File: config.mk
export PLATFORM = sky130hd
export DESIGN_NAME = lif_neuron_unit
export DESIGN_NICKNAME = d
export VERILOG_FILES = /design/src/rtl/lif_neuron_unit.sv
export SDC_FILE = /design/constraint.sdc
export NUM_CORES = 1
export LEC_CHECK = 0
export BUFFER_PORTS_ARGS = -buffer_cell sky130_fd_sc_hd__buf_4
export CAP_MARGIN = 5
export CORE_MARGIN = 10
export CORE_UTILIZATION = 56
export CTS_BUF_LIST = sky130_fd_sc_hd__clkbuf_4 sky130_fd_sc_hd__clkbuf_8
export CTS_CLUSTER_DIAMETER = 120
export DETAILED_ROUTE_END_ITERATION = 8
export PLACE_DENSITY_LB_ADDON = 0.05
export SYNTH_ARGS = -nofsm -noshare
export SYNTH_HDL_FRONTEND = slang
export SYNTH_SLANG_ARGS = --single-unit
File: constraint.sdc
create_clock -name clk -period 3 [get_ports clk]
set_input_delay 0.9 -clock clk [delete_from_list [all_inputs] [get_ports clk]]
set_output_delay 0.9 -clock clk [all_outputs]
set_load 0.02 [all_outputs]
File: src/rtl/lif_neuron_unit.sv
// Leaky integrate-and-fire neuron stage fed by the synaptic adder tree.
// Each accepted input is one timestep of summed synaptic weight. For that
// timestep the membrane is leaked, the input is integrated, the result is
// saturated, and the result is compared against the threshold. One result
// (spike + membrane value) is produced per timestep through a single output
// register with valid/ready flow control.
//
// Ports
//   clk, nrst          clock (rising edge), async active-low reset
//   clear              sync clear: zero membrane/refractory, drop pending result
//   in_valid/in_ready  input handshake, in_sum = signed summed synaptic input
//   out_valid/ready    output handshake
//   out_spike          neuron fired this timestep
//   out_vmem           membrane after this timestep's update (pre-reset on fire)
//   refrac             refractory counter nonzero
module lif_neuron_unit #(
  parameter int SUM_W        = 8,
  parameter int MEM_W        = 16,
  parameter int THRESH       = 64,
  parameter int LEAK_SHIFT   = 4,
  parameter int REFRAC_STEPS = 2
) (
  input  logic                    clk,
  input  logic                    nrst,
  input  logic                    clear,
  input  logic                    in_valid,
  output logic                    in_ready,
  input  logic signed [SUM_W-1:0] in_sum,
  output logic                    out_valid,
  input  logic                    out_ready,
  output logic                    out_spike,
  output logic signed [MEM_W-1:0] out_vmem,
  output logic                    refrac
);

  // Two guard bits are enough: |v - leak| stays within MEM_W bits and the
  // input is narrower than the membrane.
  localparam int TW    = MEM_W + 2;
  localparam int CNT_W = (REFRAC_STEPS > 0) ? $clog2(REFRAC_STEPS + 1) : 1;

  localparam logic signed [TW-1:0]    T_MAX = {3'b000, {(MEM_W-1){1'b1}}};
  localparam logic signed [TW-1:0]    T_MIN = {3'b111, {(MEM_W-1){1'b0}}};
  localparam logic signed [MEM_W-1:0] V_MAX = {1'b0, {(MEM_W-1){1'b1}}};
  localparam logic signed [MEM_W-1:0] V_MIN = {1'b1, {(MEM_W-1){1'b0}}};
  localparam logic signed [MEM_W-1:0] TH    = MEM_W'(THRESH);

  typedef enum logic {INTEG, REFRAC} state_t;

  state_t                  state_q, state_d;
  logic [CNT_W-1:0]        cnt_q, cnt_d;
  logic signed [MEM_W-1:0] v_q, v_d;
  logic                    ov_d, os_d;
  logic signed [MEM_W-1:0] ovm_d;

  logic signed [MEM_W-1:0] leak_v;
  logic signed [TW-1:0]    v_ext, leak_ext, in_ext, t_raw;
  logic signed [MEM_W-1:0] t_sat;
  logic                    fire, accept;

  // Clear blocks acceptance so the input is not consumed during clear.
  assign in_ready = !clear && (!out_valid || out_ready);
  assign accept   = in_valid && in_ready;
  assign refrac   = (cnt_q != '0);

  // Leak/integrate datapath
  assign leak_v   = v_q >>> LEAK_SHIFT;
  assign v_ext    = {{2{v_q[MEM_W-1]}}, v_q};
  assign leak_ext = (LEAK_SHIFT == 0) ? '0 : {{2{leak_v[MEM_W-1]}}, leak_v};
  assign in_ext   = {{(TW-SUM_W){in_sum[SUM_W-1]}}, in_sum};
  assign t_raw    = v_ext - leak_ext + in_ext;

  always_comb begin
    t_sat = t_raw[MEM_W-1:0];
    if (t_raw > T_MAX)      t_sat = V_MAX;
    else if (t_raw < T_MIN) t_sat = V_MIN;
  end

  assign fire = (t_sat >= TH);

  always_ff @(posedge clk or negedge nrst) begin
    if (!nrst) begin
      state_q   <= INTEG;
      cnt_q     <= '0;
      v_q       <= '0;
      out_valid <= 1'b0;
      out_spike <= 1'b0;
      out_vmem  <= '0;
    end else begin
      state_q   <= state_d;
      cnt_q     <= cnt_d;
      v_q       <= v_d;
      out_valid <= ov_d;
      out_spike <= os_d;
      out_vmem  <= ovm_d;
    end
  end

  always_comb begin
    state_d = state_q;
    cnt_d   = cnt_q;
    v_d     = v_q;
    ov_d    = out_valid && !out_ready;
    os_d    = out_spike;
    ovm_d   = out_vmem;
    if (clear) begin
      state_d = INTEG;
      cnt_d   = '0;
      v_d     = '0;
      ov_d    = 1'b0;
    end else if (accept) begin
      ov_d = 1'b1;
      unique case (state_q)
        INTEG: begin
          ovm_d = t_sat;
          if (fire) begin
            os_d = 1'b1;
            v_d  = '0;
            if (REFRAC_STEPS > 0) begin
              cnt_d   = CNT_W'(REFRAC_STEPS);
              state_d = REFRAC;
            end
          end else begin
            os_d = 1'b0;
            v_d  = t_sat;
          end
        end
        REFRAC: begin
          // Input is swallowed; membrane pinned at rest.
          os_d  = 1'b0;
          ovm_d = '0;
          v_d   = '0;
          cnt_d = cnt_q - CNT_W'(1);
          if (cnt_q == CNT_W'(1)) state_d = INTEG;
        end
        default: state_d = INTEG;
      endcase
    end
  end

endmodule

# Yosys cells after proc, flatten, opt, wreduce, memory -nomap -nowiden
# Cells that the tools add are included.
# op_classes
shift,0
n_reduce_logical,11
eq_ne,2
order_cmp,3
mul,0
addsub,3
n_bitwise,2
div_mod_pow,0
mux,19
# op_table
cell,count
$mux 16,5
$pmux 16 s2,2
$add 17x8->18,1
$gt 18x16->1 const B,1
$lt 18x16->1 const B,1
$sub 16x12->17,1
$ge 16x8->1 const B,1
$mux 1,6
$mux 2,3
$pmux 1 s2,2
$pmux 2 s2,1
$reduce_and 2->1,2
$reduce_bool 2->1,2
$logic_and 1x1->1,3
$logic_not 1->1,3
$ne 3x3->1 const B,1
$eq 2x1->1 const B,1
$not 1->1,2
$sub 2x1->2 const B,1
$logic_or 1x1->1,1
# word_totals
latch_bits,0
reg_bits,37
inputBits,13
wordCells,46
n_memories,0
romBits,0
output_inout_bits,20
ram_bits,0

# Logic depth before layout (Yosys ltp)
# depth
ltp_word,10
ltp_mapped,16
mapped_depth_nobuf,15

# Worst setup path before layout
# Ideal clock, no wire load.
# synth_path
kind,input port to flip-flop
start,input port in_sum[7]
end,register out_spike
path_stages,14
t_required_ps,2882
arrival_time_ps,3937
path_buffers,1
slack_ps,-1055
setup_ps,118
path_cell_list,inv_1 > fa_1 > inv_1 > ha_1 > buf_6 > a21oi_2 > o21ai_1 > or4b_1 > o211ai_2 > nor2_1 > nand4b_1 > o31a_2 > and2_1 > a21o_1
# synth_via
elab_chain_len,7
word_cells_on_any_way,8
classes_between,add/sub (1); order compare (3); mux (4)
# synth_lines
item,line_no,source
from (decl),28,"input logic signed [SUM_W-1:0] in_sum,"
$add 17x8->18 *,70,assign t_raw = v_ext - leak_ext + in_ext;
$lt 18x16->1,75,else if (t_raw < T_MIN) t_sat = V_MIN;
$mux 16,75,
$mux 16 *,74,if (t_raw > T_MAX) t_sat = V_MAX;
$ge 16x8->1 *,78,assign fire = (t_sat >= TH);
$mux 1 *,115,if (fire) begin
$pmux 1 s2 *,112,unique case (state_q)
to (signal assigned),93,out_spike <= os_d;
to (decl),31,"output logic out_spike,"
# Every way passes the cells marked *; elsewhere a longest branch is shown, timed or not.
# A chain may end at the register's enable or synchronous reset.

# Worst setup path in the final report
# layout_path
start,input port in_sum[7]
end,register v_q[0]
# layout_via
elab_chain_len,9
word_cells_on_any_way,10
classes_between,add/sub (1); order compare (3); mux (6)
# layout_lines
item,line_no,source
$add 17x8->18 *,70,
$lt 18x16->1,75,
$mux 16,75,
$mux 16 *,74,
$ge 16x8->1,78,
$mux 16 *,115,
$pmux 16 s2 *,112,
$mux 16 *,110,end else if (accept) begin
$mux 16 *,105,if (clear) begin
to (signal assigned),91,v_q <= v_d;
to (decl),51,"logic signed [MEM_W-1:0] v_q, v_d;"
# Every way passes the cells marked *; elsewhere a longest branch is shown, timed or not. The select of a mux whose other input is x is not followed.

==> results.cfg <==
[die]
die_area_um2 = 8983
rows = 27
pin_count = 33
die_w_um = 94.78
start_util_pct = 57.22
core-area_um2 = 5473
dieHeight_um = 94.78

[critical_path]
crit_slowest_cell = fa_1
path_cells = buf_8, clkinvlp_4, buf_6, fa_1, inv_2, ha_4, buf_6, a211oi_4, o21ba_4, nand4_1, o21ai_0, xor2_1, nand4_1, o31a_4, nor2_4, a32o_2
critPathMaxFanout = 5
critPathLaunchType = input pin
crit_family = compound AO/OA/AOI/OAI gates
cpPeakStageDelay_ps = 550
reg2reg_from = v_q[5]
worst-r2r-cell-count = 15
critPathCaptureType = flop
critical_path_class = in -> reg
cp.required_ps = 3220
critPathLaunch = in_sum[7]
crit_arrival_ps = 4440
worst-path-buf-inv = 5
cp.depth = 16

[synth]
ys.flop_type = dfrtp_1
synth_seq_cells = 37
syn-instance-count = 346
synth-edff-count = 0
synth_cell_type_count = 57
synth_warnings = 0
ys_seq_area_share_pct = 29.56
syn_area_um2 = 3132
syn_nets = 396
async_flop_share_pct = 100.0
syn_area_per_cell_um2 = 9.051

[finish]
num_antenna_cells = 0
post_route_cells_drive_above_1_share_pct = 48.03
final_cell_mix = buf_4 (120), inv_1 (52), dfrtp_1 (37)
fillers = 220
post-route-util_pct = 90.17
layout.nets = 532
finalInstanceArea_um2 = 4935
seq_area_um2 = 925.9
area_growth_pct = 57.57
final_common_cell = buf_4
multi_input_area_um2 = 2400

[global_routing]
grt_pass1_vias = 3349
grt_pass1_wl_um = 17430
track_usage_pct = 24.53
grt_overflow = 0
grt_max_degree = 38
antenna_found_initial = 0

[sta]
fin_tns_setup_ps = -38050
max_freq_mhz = 236.7
setup_ws_ps = -1224
drv_slew = 0
grt_setup_unrepaired = yes
layout_worst_path_cycle_share_pct = 140.8
fin_skew_ps = 12.04
slew_headroom_pct = 14.54
finalSetupViolations = 36
worst_pin_slew_ps = 1277
fin_crit_ps = 4224
finalHoldViolCount = 0

[detailed_routing]
vias = 3506
drcViolationCount = 0
wl_per_cell_um = 22.84
first_iter_violations = 342
ant_nets = 0
avgViaCountPerCell = 6.317
routed_wl_um = 12670
drtPass1Iterations = 7

[outcome]
violations = negative setup slack
status = complete, but fails checks

[min_path]
worstHoldStart = out_vmem[3]
worstHoldPathType = reg -> reg
holdPathStages = 1

[place]
gp_congestion = 0.8734
place_area_um2 = 4068
hpwl_um = 6749
place_ws_ps = -1365
portBuffers = 32

[clocking]
cts_tree = yes
h-tree-depth = 2
cts_buffer_depth = 2
cts_buffers = 5
clkSlewWorstSetupHoldPaths_ps = 80
clk_latency_ps = 290
clock-sinks = 37
cts_root_buf = clkbuf_8

[run]
cap_violations = 0
-- per-layer routing --
metal / global-route usage (%) / wire, um / share of wire, %
met1: 27.41 / 4505 / 36
met2: 43.54 / 6191 / 49
met3: 4.520 / 1039 / 8.2
met4: 12.47 / 938 / 7.4
met5: 0 / 0 / 0
-- cell usage after synthesis, types with 2 or more instances --
cell        n  area share, %
a211oi_1    2           0.48
a21o_1      4           0.96
a21oi_1    16            2.6
a21oi_2     3           0.84
a22o_1     26            7.3
a31oi_1     3           0.60
a31oi_2     2           0.80
a32o_1      4            1.3
and2_1      3           0.60
buf_2       6           0.96
buf_6       4            1.4
clkbuf_1    5           0.60
dfrtp_1    37             30
fa_1       15            9.6
ha_1       22            8.8
inv_1      57            6.8
mux2i_1     3           0.96
nand2_1    11            1.3
nand2b_1    3           0.60
nand3_1     7            1.1
nand4_1     5            1.0
nor2_1     27            3.2
nor2b_1     3           0.60
nor3_1      6           0.96
o2111ai_1   2           0.56
o21a_1      3           0.72
o21ai_0    12            1.9
o21ai_1    13            2.1
or4_1       2           0.48
xnor2_1     5            1.4
xor2_1      9            2.5
-- layout make-up --
type | instances | area share, %
sequential | 37 | 18.76
clock inverter | 2 | 0.2789
multi-input combinational | 237 | 48.63
timing repair buffer | 144 | 24.42
tap | 72 | 1.826
inverter | 57 | 4.412
clock buffer | 6 | 1.673
-- flip-flops by register name, summed over array words and instances (netlist names) --
signal     count
cnt_q          2
out_vmem      16
state_q        1
out_spike      1
out_valid      1
v_q           16
-- worst register-to-register path, delay by kind of cell (launching register included) --
kind | cells | cell delay [ps]
xor+xnor | 1 | 400
simple gates | 3 | 560
buf+inv | 5 | 620
fa+ha+maj | 2 | 850
compound gates | 4 | 1060
flops | 1 | 390
-- worst paths after layout --
| check | endpoint | slack, ps |
|---|---|---|
| setup / recovery | v_q[0] | -1220 |
| hold reg to reg | out_vmem[3] | 510 |
| setup reg to reg | v_q[0] | -960 |
| hold / removal | out_vmem[3] | 510 |
| max in group asynchronous | out_vmem[15] | 2090 |
| min in group asynchronous | v_q[3] | 560 |
-- timing repair --
item	CTS	global route
endpoints found under the hold margin	0	0
gates cloned	2	0
resized for setup	85	28
hold buffers	0	0
buffers inserted	19	13
endpoints found under the setup margin	36	36
pin swaps	56	31
-- stage by stage --
step | std cells | hold slack, ps
floorplan | 346 | 465.8
global placement | 515 | 465.3
detailed placement | 515 | 467.8
CTS | 544 | 484.6
global route | 555 | 529.5
finish | 555 | 510.5
-- logic make-up (layout without fill, tap and decap cells) --
logic type / Yosys count / count (layout) / synth area share, %
AOI/OAI and AO/OA: 103 / 103 / 24.13
xor gates and xnor gates: 14 / 14 / 3.915
adders and majority gates: 37 / 37 / 18.38
buffers and inverters: 73 / 209 / 9.988
DFF: 37 / 37 / 29.56
muxes: 3 / 3 / 0.9589
and+or+nand+nor: 79 / 80 / 13.07
Power is not shown: default switching activity piles up to over one toggle a cycle in this logic, so the estimate is an artifact.
